`src/rtl/riscv_dual_fetch_buffer.sv`:
```
// Dual-port instruction fetch front end.
// Issues paired reads (pc on port 0, pc+4 on port 1), collects the
// independently delayed responses into per-port FIFOs and presents them
// as in-order instruction pairs. A redirect flushes buffered pairs and
// arranges for still-outstanding stale responses to be dropped.
module riscv_dual_fetch_buffer #(
  parameter int          p_depth        = 4,
  parameter logic [31:0] p_reset_vector = 32'h00080000
) (
  input  logic        clk,
  input  logic        reset,
  output logic [66:0] imemreq0_msg,
  output logic        imemreq0_val,
  input  logic        imemreq0_rdy,
  input  logic [34:0] imemresp0_msg,
  input  logic        imemresp0_val,
  output logic [66:0] imemreq1_msg,
  output logic        imemreq1_val,
  input  logic        imemreq1_rdy,
  input  logic [34:0] imemresp1_msg,
  input  logic        imemresp1_val,
  input  logic        redirect_val,
  input  logic [31:0] redirect_pc,
  output logic        out_val,
  input  logic        out_rdy,
  output logic [31:0] out_pc,
  output logic [31:0] out_inst0,
  output logic [31:0] out_inst1
);

  localparam int AW = $clog2(p_depth);
  localparam int CW = AW + 1;
  localparam logic [CW:0] DEPTH = (CW + 1)'(p_depth);

  logic [31:0]   fetch_pc;
  logic [31:0]   head_pc;
  logic [CW-1:0] inflight [2];
  logic [CW-1:0] drop     [2];
  logic [CW-1:0] count    [2];
  logic [AW-1:0] head_ptr [2];
  logic [AW-1:0] tail_ptr [2];
  logic [31:0]   fifo     [2][p_depth];

  logic [1:0]    resp_val;
  logic [31:0]   resp_data [2];
  logic [1:0]    has_room;
  logic [1:0]    push;
  logic          can_issue;
  logic          fire;
  logic          pop;
  logic          unused_resp_fields;

  // type/len of responses carry no information for instruction fetch
  assign unused_resp_fields = ^{imemresp0_msg[34:32], imemresp1_msg[34:32]};

  assign resp_val     = {imemresp1_val, imemresp0_val};
  assign resp_data[0] = imemresp0_msg[31:0];
  assign resp_data[1] = imemresp1_msg[31:0];

  // credit check and drop/push decision per port
  always_comb begin
    has_room = '0;
    push     = '0;
    for (int i = 0; i < 2; i++) begin
      has_room[i] = (({1'b0, inflight[i]} + {1'b0, count[i]}) < DEPTH);
      push[i]     = resp_val[i] && (drop[i] == '0) && !redirect_val;
    end
  end

  // both halves of a pair must go out together, so each port's valid
  // waits on the other port's ready; reset gates issue while low
  assign can_issue    = reset && !redirect_val && (&has_room);
  assign imemreq0_val = can_issue && imemreq1_rdy;
  assign imemreq1_val = can_issue && imemreq0_rdy;
  assign fire         = can_issue && imemreq0_rdy && imemreq1_rdy;

  assign imemreq0_msg = {1'b0, fetch_pc, 2'b00, 32'h0};
  assign imemreq1_msg = {1'b0, fetch_pc + 32'd4, 2'b00, 32'h0};

  assign out_val   = (count[0] != '0) && (count[1] != '0) && !redirect_val;
  assign pop       = out_val && out_rdy;
  assign out_pc    = head_pc;
  assign out_inst0 = fifo[0][head_ptr[0]];
  assign out_inst1 = fifo[1][head_ptr[1]];

  // pc tracking, per-port counters and response FIFOs
  always_ff @(posedge clk or negedge reset) begin
    if (!reset) begin
      fetch_pc <= p_reset_vector;
      head_pc  <= p_reset_vector;
      for (int i = 0; i < 2; i++) begin
        inflight[i] <= '0;
        drop[i]     <= '0;
        count[i]    <= '0;
        head_ptr[i] <= '0;
        tail_ptr[i] <= '0;
        for (int j = 0; j < p_depth; j++) fifo[i][j] <= '0;
      end
    end else if (redirect_val) begin
      fetch_pc <= redirect_pc;
      head_pc  <= redirect_pc;
      for (int i = 0; i < 2; i++) begin
        // everything still outstanding after this cycle is stale
        inflight[i] <= inflight[i] - CW'(resp_val[i]);
        drop[i]     <= inflight[i] - CW'(resp_val[i]);
        count[i]    <= '0;
        head_ptr[i] <= '0;
        tail_ptr[i] <= '0;
      end
    end else begin
      if (fire) fetch_pc <= fetch_pc + 32'd8;
      if (pop)  head_pc  <= head_pc + 32'd8;
      for (int i = 0; i < 2; i++) begin
        inflight[i] <= inflight[i] + CW'(fire) - CW'(resp_val[i]);
        if (resp_val[i] && (drop[i] != '0)) drop[i] <= drop[i] - CW'(1);
        if (push[i]) begin
          fifo[i][tail_ptr[i]] <= resp_data[i];
          tail_ptr[i]          <= tail_ptr[i] + AW'(1);
        end
        if (pop) head_ptr[i] <= head_ptr[i] + AW'(1);
        count[i] <= count[i] + CW'(push[i]) - CW'(pop);
      end
    end
  end

endmodule
```
`config.mk`:
```
export PLATFORM = sky130hd
export DESIGN_NAME = riscv_dual_fetch_buffer
export DESIGN_NICKNAME = d
export VERILOG_FILES = /design/src/rtl/riscv_dual_fetch_buffer.sv
export SDC_FILE = /design/constraint.sdc
export NUM_CORES = 1
export LEC_CHECK = 0
export ABC_AREA = 1
export CELL_PAD_IN_SITES_DETAIL_PLACEMENT = 1
export CELL_PAD_IN_SITES_GLOBAL_PLACEMENT = 1
export CORE_ASPECT_RATIO = 1.2
export CORE_MARGIN = 2
export CORE_UTILIZATION = 51
export CTS_CLUSTER_SIZE = 8
export DETAILED_ROUTE_END_ITERATION = 8
export DONT_BUFFER_PORTS = 1
export PLACE_DENSITY_LB_ADDON = 0.1
export SYNTH_ARGS = -nofsm -noshare
export SYNTH_HDL_FRONTEND = slang
export SYNTH_SLANG_ARGS = --single-unit
```
`constraint.sdc`:
```
create_clock -name clk -period 5.5 [get_ports clk]
set_clock_uncertainty 0.15 [all_clocks]
set_input_delay 1.65 -clock clk [delete_from_list [all_inputs] [get_ports clk]]
set_output_delay 1.65 -clock clk [all_outputs]
set_load 0.01 [all_outputs]
```
=== Word-level counts from Yosys, hierarchy flattened ===
Cells that the tools add are included.

* Add/subtract/negate cells: 21
* Magnitude comparators: 8
* Muxes and demuxes: 27
* Bitwise operators: 5
* Reduce and logical (&&, ||, !) cells: 32

{| class="wikitable"
|+ Operator list
! cell !! number
|-
| $mux W32 || 10
|-
| $bwmux W128 || 2
|-
| $bmux W32 S2 || 2
|-
| $demux W32 S2 || 2
|-
| $add A32 B4 Y32 const B || 2
|-
| $add A32 B3 Y32 const B || 1
|-
| $mux W6 || 3
|-
| $sub A3 B1 Y3 || 6
|-
| $logic_and A1 B1 Y1 || 16
|-
| $add A3 B1 Y3 || 4
|-
| $ge A3 B3 Y1 const B || 4
|-
| $not A2 Y3 || 4
|-
| $reduce_bool A2 Y1 || 6
|-
| $reduce_bool A3 Y1 || 4
|-
| $add A2 B1 Y2 const B || 4
|-
| $add A3 B3 Y4 || 2
|-
| $lt A4 B3 Y1 const B || 2
|-
| $mux W2 || 4
|-
| $mux W4 || 2
|-
| $logic_not A3 Y1 || 2
|-
| $lt A3 B1 Y1 const B || 2
|-
| $mux W3 || 2
|-
| $reduce_and A2 Y1 || 3
|-
| $sub A3 B1 Y3 const B || 2
|-
| 2 further kinds || 2
|}

* Register bits after elaboration: 346
* Output and inout port bits: 233
* Logic and storage cells: 113

=== Longest topological paths before layout ===
* Word-level depth: 9
* Depth in mapped cells: 13

=== Least setup slack after synthesis ===
OpenSTA, ideal clock, no wires.

* Path type: input -> output
* From: input port redirect_val
* To: output port imemreq0_val
* Data arrival time: 2.291 ns
* Setup slack: 1.409 ns
* Stages: 6
* Cells stage by stage: buf_6 nor2_2 nand2_1 nor2_4 nand2_1 nor2_1

* Word-level cells in the longest chain between the ends: 4

{| class="wikitable"
|+ RTL lines
! item !! RTL line !! text
|-
| from (decl) || 22 || <nowiki>input logic redirect_val,</nowiki>
|-
| $logic_not A1 Y1 || 72 || <nowiki>assign can_issue = reset && !redirect_val && (&has_room);</nowiki>
|-
| $logic_and A1 B1 Y1 (2 in a row) || 72 ||
|-
| $logic_and A1 B1 Y1 || 73 || <nowiki>assign imemreq0_val = can_issue && imemreq1_rdy;</nowiki>
|-
| to (decl) || 13 || <nowiki>output logic imemreq0_val,</nowiki>
|}

No other way between the ends.

=== Worst setup path in the final report ===
* From: input port reset
* To: output port imemreq1_val

* Word-level cells in the longest chain between the ends: 3

{| class="wikitable"
|+ RTL lines
! item !! RTL line !! text
|-
| from (decl) || 11 || <nowiki>input logic reset,</nowiki>
|-
| $logic_and A1 B1 Y1 (2 in a row) || 72 ||
|-
| $logic_and A1 B1 Y1 || 74 || <nowiki>assign imemreq1_val = can_issue && imemreq0_rdy;</nowiki>
|-
| to (decl) || 18 || <nowiki>output logic imemreq1_val,</nowiki>
|}

No other way between the ends.

==> results.rst <==
.. list-table::
   :header-rows: 1

   * - Metric
     - Value
   * - Xor and xnor fraction of the mapped netlist area
     - 2.310%
   * - Buffers added on ports
     - 0
   * - Per-instance average area after synthesis
     - 7.943 µm²
   * - Most frequent standard cell in the layout excluding fill and tap cells
     - sky130_fd_sc_hd__nand2_1
   * - Critical setup path kind
     - input pin to primary output
   * - Initial antenna violation count
     - 0
   * - Antenna Violating Nets Remaining
     - 0
   * - Sequential power share
     - 45.9%
   * - Highest routing layer actually used
     - met4
   * - Simple-gate share of the synthesized area
     - 21.73%
   * - NetSw
     - 2.453 mW
   * - Num CTS Buffers
     - 49
   * - Worst path most repeated cell
     - sky130_fd_sc_hd__nand2_1
   * - Slew of the pin with the lowest slew margin
     - 1231 ps
   * - Cell with the biggest individual delay on the critical path
     - sky130_fd_sc_hd__nor2_1
   * - Most common flop cell mapped by yosys
     - sky130_fd_sc_hd__dfrtp_1
   * - Number of max-slew violations in the final report
     - 0
   * - I/O pins
     - 343
   * - Distinct cell type count after synthesis
     - 43
   * - Power Internal
     - 5.227 mW
   * - Netlist area before placement
     - 0.01782 mm²
   * - Hold Vio Cnt, Final
     - 0
   * - Setup violations, final
     - 0
   * - Met1 routed wirelength after detailed routing
     - 20760 µm
   * - Compound-gate portion of the synthesized area
     - 15.67%
   * - First-pass iteration count of the detailed router
     - 5
   * - CTS root buf
     - sky130_fd_sc_hd__clkbuf_16
   * - Register-to-register setup slack
     - 2630 ps
   * - Highest-count cells in the layout ignoring fill and taps
     - 594 x sky130_fd_sc_hd__nand2_1, 414 x sky130_fd_sc_hd__o21ai_0, 342 x sky130_fd_sc_hd__dfrtp_1, 224 x sky130_fd_sc_hd__nor2_1, 149 x sky130_fd_sc_hd__inv_1
   * - Pwr Density
     - 402.6 mW/mm²
   * - Largest family of logic cells by synthesized area
     - simple AND/OR/NAND/NOR gates
   * - Maximum number of pins on one net before global-route repair
     - 348
   * - Synthesis-to-layout area growth
     - 7.071%
   * - Logic pwr share
     - 19.0%
   * - Switching Share
     - 31.94%
   * - Worst-Skew Late Latency
     - 560 ps
   * - Initial drt markers
     - 891
   * - RSZ-0062 raised after global routing
     - no
   * - Status
     - finished, final reports clean
   * - Data arrival time of the worst path
     - 2730 ps
   * - Peak ir drop on the vdd network
     - 0.2969 mV
   * - Post CTS Setup Buffer Count
     - 0
   * - Synth Instances
     - 2243
   * - Clock transition time at the flip-flop clock pins of the worst setup and hold paths
     - 50 ps
   * - All-Layer GR Usage
     - 28.31%
   * - Flop and latch count out of synthesis
     - 346
   * - CTS HTree Levels
     - 2
   * - Resized Gates After CTS
     - 0
   * - Sequential cell area
     - 0.008663 mm²
   * - Fraction of synthesis flops using an asynchronous set or reset pin
     - 100.0%
   * - Die width
     - 174.6 µm
   * - Portion of netlist area occupied by mux cells
     - 0%
   * - Multi-input combinational cell area
     - 0.007814 mm²
   * - GP Congestion
     - 0.9403
   * - Number of global-route vias before repair
     - 15430
   * - NumNets Final
     - 2340
   * - Proportion of layout cells with a drive suffix above 1
     - 5.168%
   * - Critical Path RT
     - 3700 ps
   * - Routed wire length
     - 52040 µm
   * - Overall die area
     - 0.03645 mm²
   * - Delay of the slowest critical-path stage
     - 220 ps
   * - Routed wl met2
     - 25830 µm
   * - Number of diodes added for antenna fixing
     - 0
   * - Sum of buffers and inverters on the critical path
     - 1
   * - Hold-fix buffer count after cts
     - 0
   * - Maximum operating frequency
     - 220.8 MHz
   * - Endpoint type of the worst setup path
     - primary output
   * - Dominant delay contributor by cell family on the critical path
     - simple AND/OR/NAND/NOR gates
   * - Leak pwr
     - 9.243 nW
   * - Clock Sinks
     - 346
   * - Count of yosys warnings during synthesis
     - 0
   * - Average vias per placed instance
     - 5.587
   * - CP Cell Sequence
     - inv_1, nor2_2, nand2_1, nor2_4, nand2_1, nor2_1
   * - Final std cells w/o fill
     - 2668
   * - Number of synthesized flops with an enable pin
     - 0
   * - Initial core utilization
     - 51.32%
   * - First-pass GRT wire length
     - 83060 µm
   * - Overall overflow remaining after global route
     - 0
   * - Floorplan row count
     - 75
   * - DR WL met3
     - 3373 µm
   * - Count of unresolved DRC violations after routing
     - 0
   * - Post-synthesis sequential area ratio
     - 48.61%
   * - Vertical die dimension
     - 208.8 µm
   * - Number of instances in the placed design
     - 2606
   * - Bufs on Longest Clock Path
     - 3
   * - Crit path max fanout
     - 347
   * - Kind of start point of the critical path
     - input pin
   * - Routed vias
     - 14910
   * - Crit path time final
     - 4529 ps
   * - Max-cap violation count
     - 0
   * - CTS tree
     - yes
   * - Core area
     - 0.03472 mm²
   * - Post-route clock period utilization
     - 82.35%
   * - Fill count
     - 4266
   * - Adder and majority cell fraction of the synthesized area
     - 2.626%
   * - Total Neg Setup Slack
     - 0 ps
   * - Wire length per cell
     - 19.50 µm
   * - Sum of net half-perimeters after detailed placement
     - 33680 µm
   * - Kind of path behind the tightest hold check
     - register to register
   * - Relative contribution of the clock network to total power
     - 35.1%
   * - Headroom to the max-slew limit
     - 17.91%
-- sequential cells by signal, summed over array words and instances, names as in the netlist --
name,count
count,6
fetch_pc,32
drop,6
inflight,6
head_ptr,4
out_pc,32
fifo,256
tail_ptr,4
-- power groups by stage --
stage                     clock network, mW  registers (mW)  logic, mW
after detailed placement                  0            3.56       1.45
final                                  2.70            3.53       1.46
after floorplan                           0            3.43       1.20
after global routing                   2.86            3.60       1.68
after CTS                              2.76            3.53       1.47
after global placement                    0            3.52       1.37
-- logic make-up after synthesis --
family                   count (synthesis)
XOR/XNOR                                47
AO/OA/AOI/OAI                          530
other                                    1
AND/OR/NAND/NOR                        945
flip-flops                             346
buffers and inverters                  339
adder cells (fa/ha/maj)                 35
-- worst reg2reg max path: stages, from the launching register on --
cell and delay [ps]:
sky130_fd_sc_hd__dfrtp_1 430, sky130_fd_sc_hd__ha_1 310, sky130_fd_sc_hd__nor2_1 110, sky130_fd_sc_hd__nand2_1 90, sky130_fd_sc_hd__nor2_4 150, sky130_fd_sc_hd__nand4_4 190, sky130_fd_sc_hd__ha_1 330, sky130_fd_sc_hd__inv_1 60
sky130_fd_sc_hd__ha_1 130, sky130_fd_sc_hd__inv_1 50, sky130_fd_sc_hd__fa_1 370, sky130_fd_sc_hd__xor2_1 170, sky130_fd_sc_hd__xnor2_1 130, sky130_fd_sc_hd__o21ai_0 80
-- synthesized netlist by cell type (all sizes together) (7+ instances only) --
cell type | number | area [µm²]
nand2 | 607 | 2326
nand3 | 66 | 340.3
nor3 | 7 | 51.30
nor2 | 238 | 958.4
clkbuf | 81 | 304.0
ha | 31 | 387.9
xor2 | 37 | 324.1
o22ai | 64 | 400.4
inv | 156 | 585.6
xnor2 | 10 | 87.58
buf | 100 | 709.4
o21ai | 420 | 2102
a21boi | 8 | 60.06
o211ai | 9 | 67.56
nand4 | 12 | 90.09
nand3b | 9 | 67.56
dfrtp | 344 | 8608
a21oi | 21 | 105.1
-- final cells by class --
type	instances	area share (%)
clock inverters	3	0.2361
well taps	462	3.030
flip-flops and latches	346	45.41
repair buffers	13	0.5116
inverters	158	3.115
multi-input cells	1627	40.96
clock buffers	59	6.736
-- through the flow --
step	hold WS (ps)	area, µm²	total power, mW	setup slack (ps)	utilization (%)
global route	352.8	19080	8.140	853.2	54.94
finish	324.8	19080	7.680	970.8	54.94
detailed placement	317.7	17750	5.013	1304	51.11
CTS	329.6	19080	7.764	1019	54.94
global placement	310.5	17750	4.898	1352	51.11
floorplan	297.8	18080	4.628	1409	-
-- routing by layer --
layer | vias to the layer above | track usage (%)
li1 | 7016 | -
met1 | 7368 | 33.71
met2 | 417 | 49.85
met3 | 106 | 6.314
met4 | 0 | 11.01
met5 | - | 0
-- final timing paths --
kind,to,from,depth (start not counted)
setup / recovery,imemreq1_val,reset,6
hold / removal,fifo[43],fifo[43],2
setup reg to reg,inflight[2],inflight[2],13
hold reg to reg,fifo[43],fifo[43],2
max in group asynchronous,fifo[158],reset,0
min in group asynchronous,fetch_pc[28],reset,0
Power figures use the tool's default switching activity.
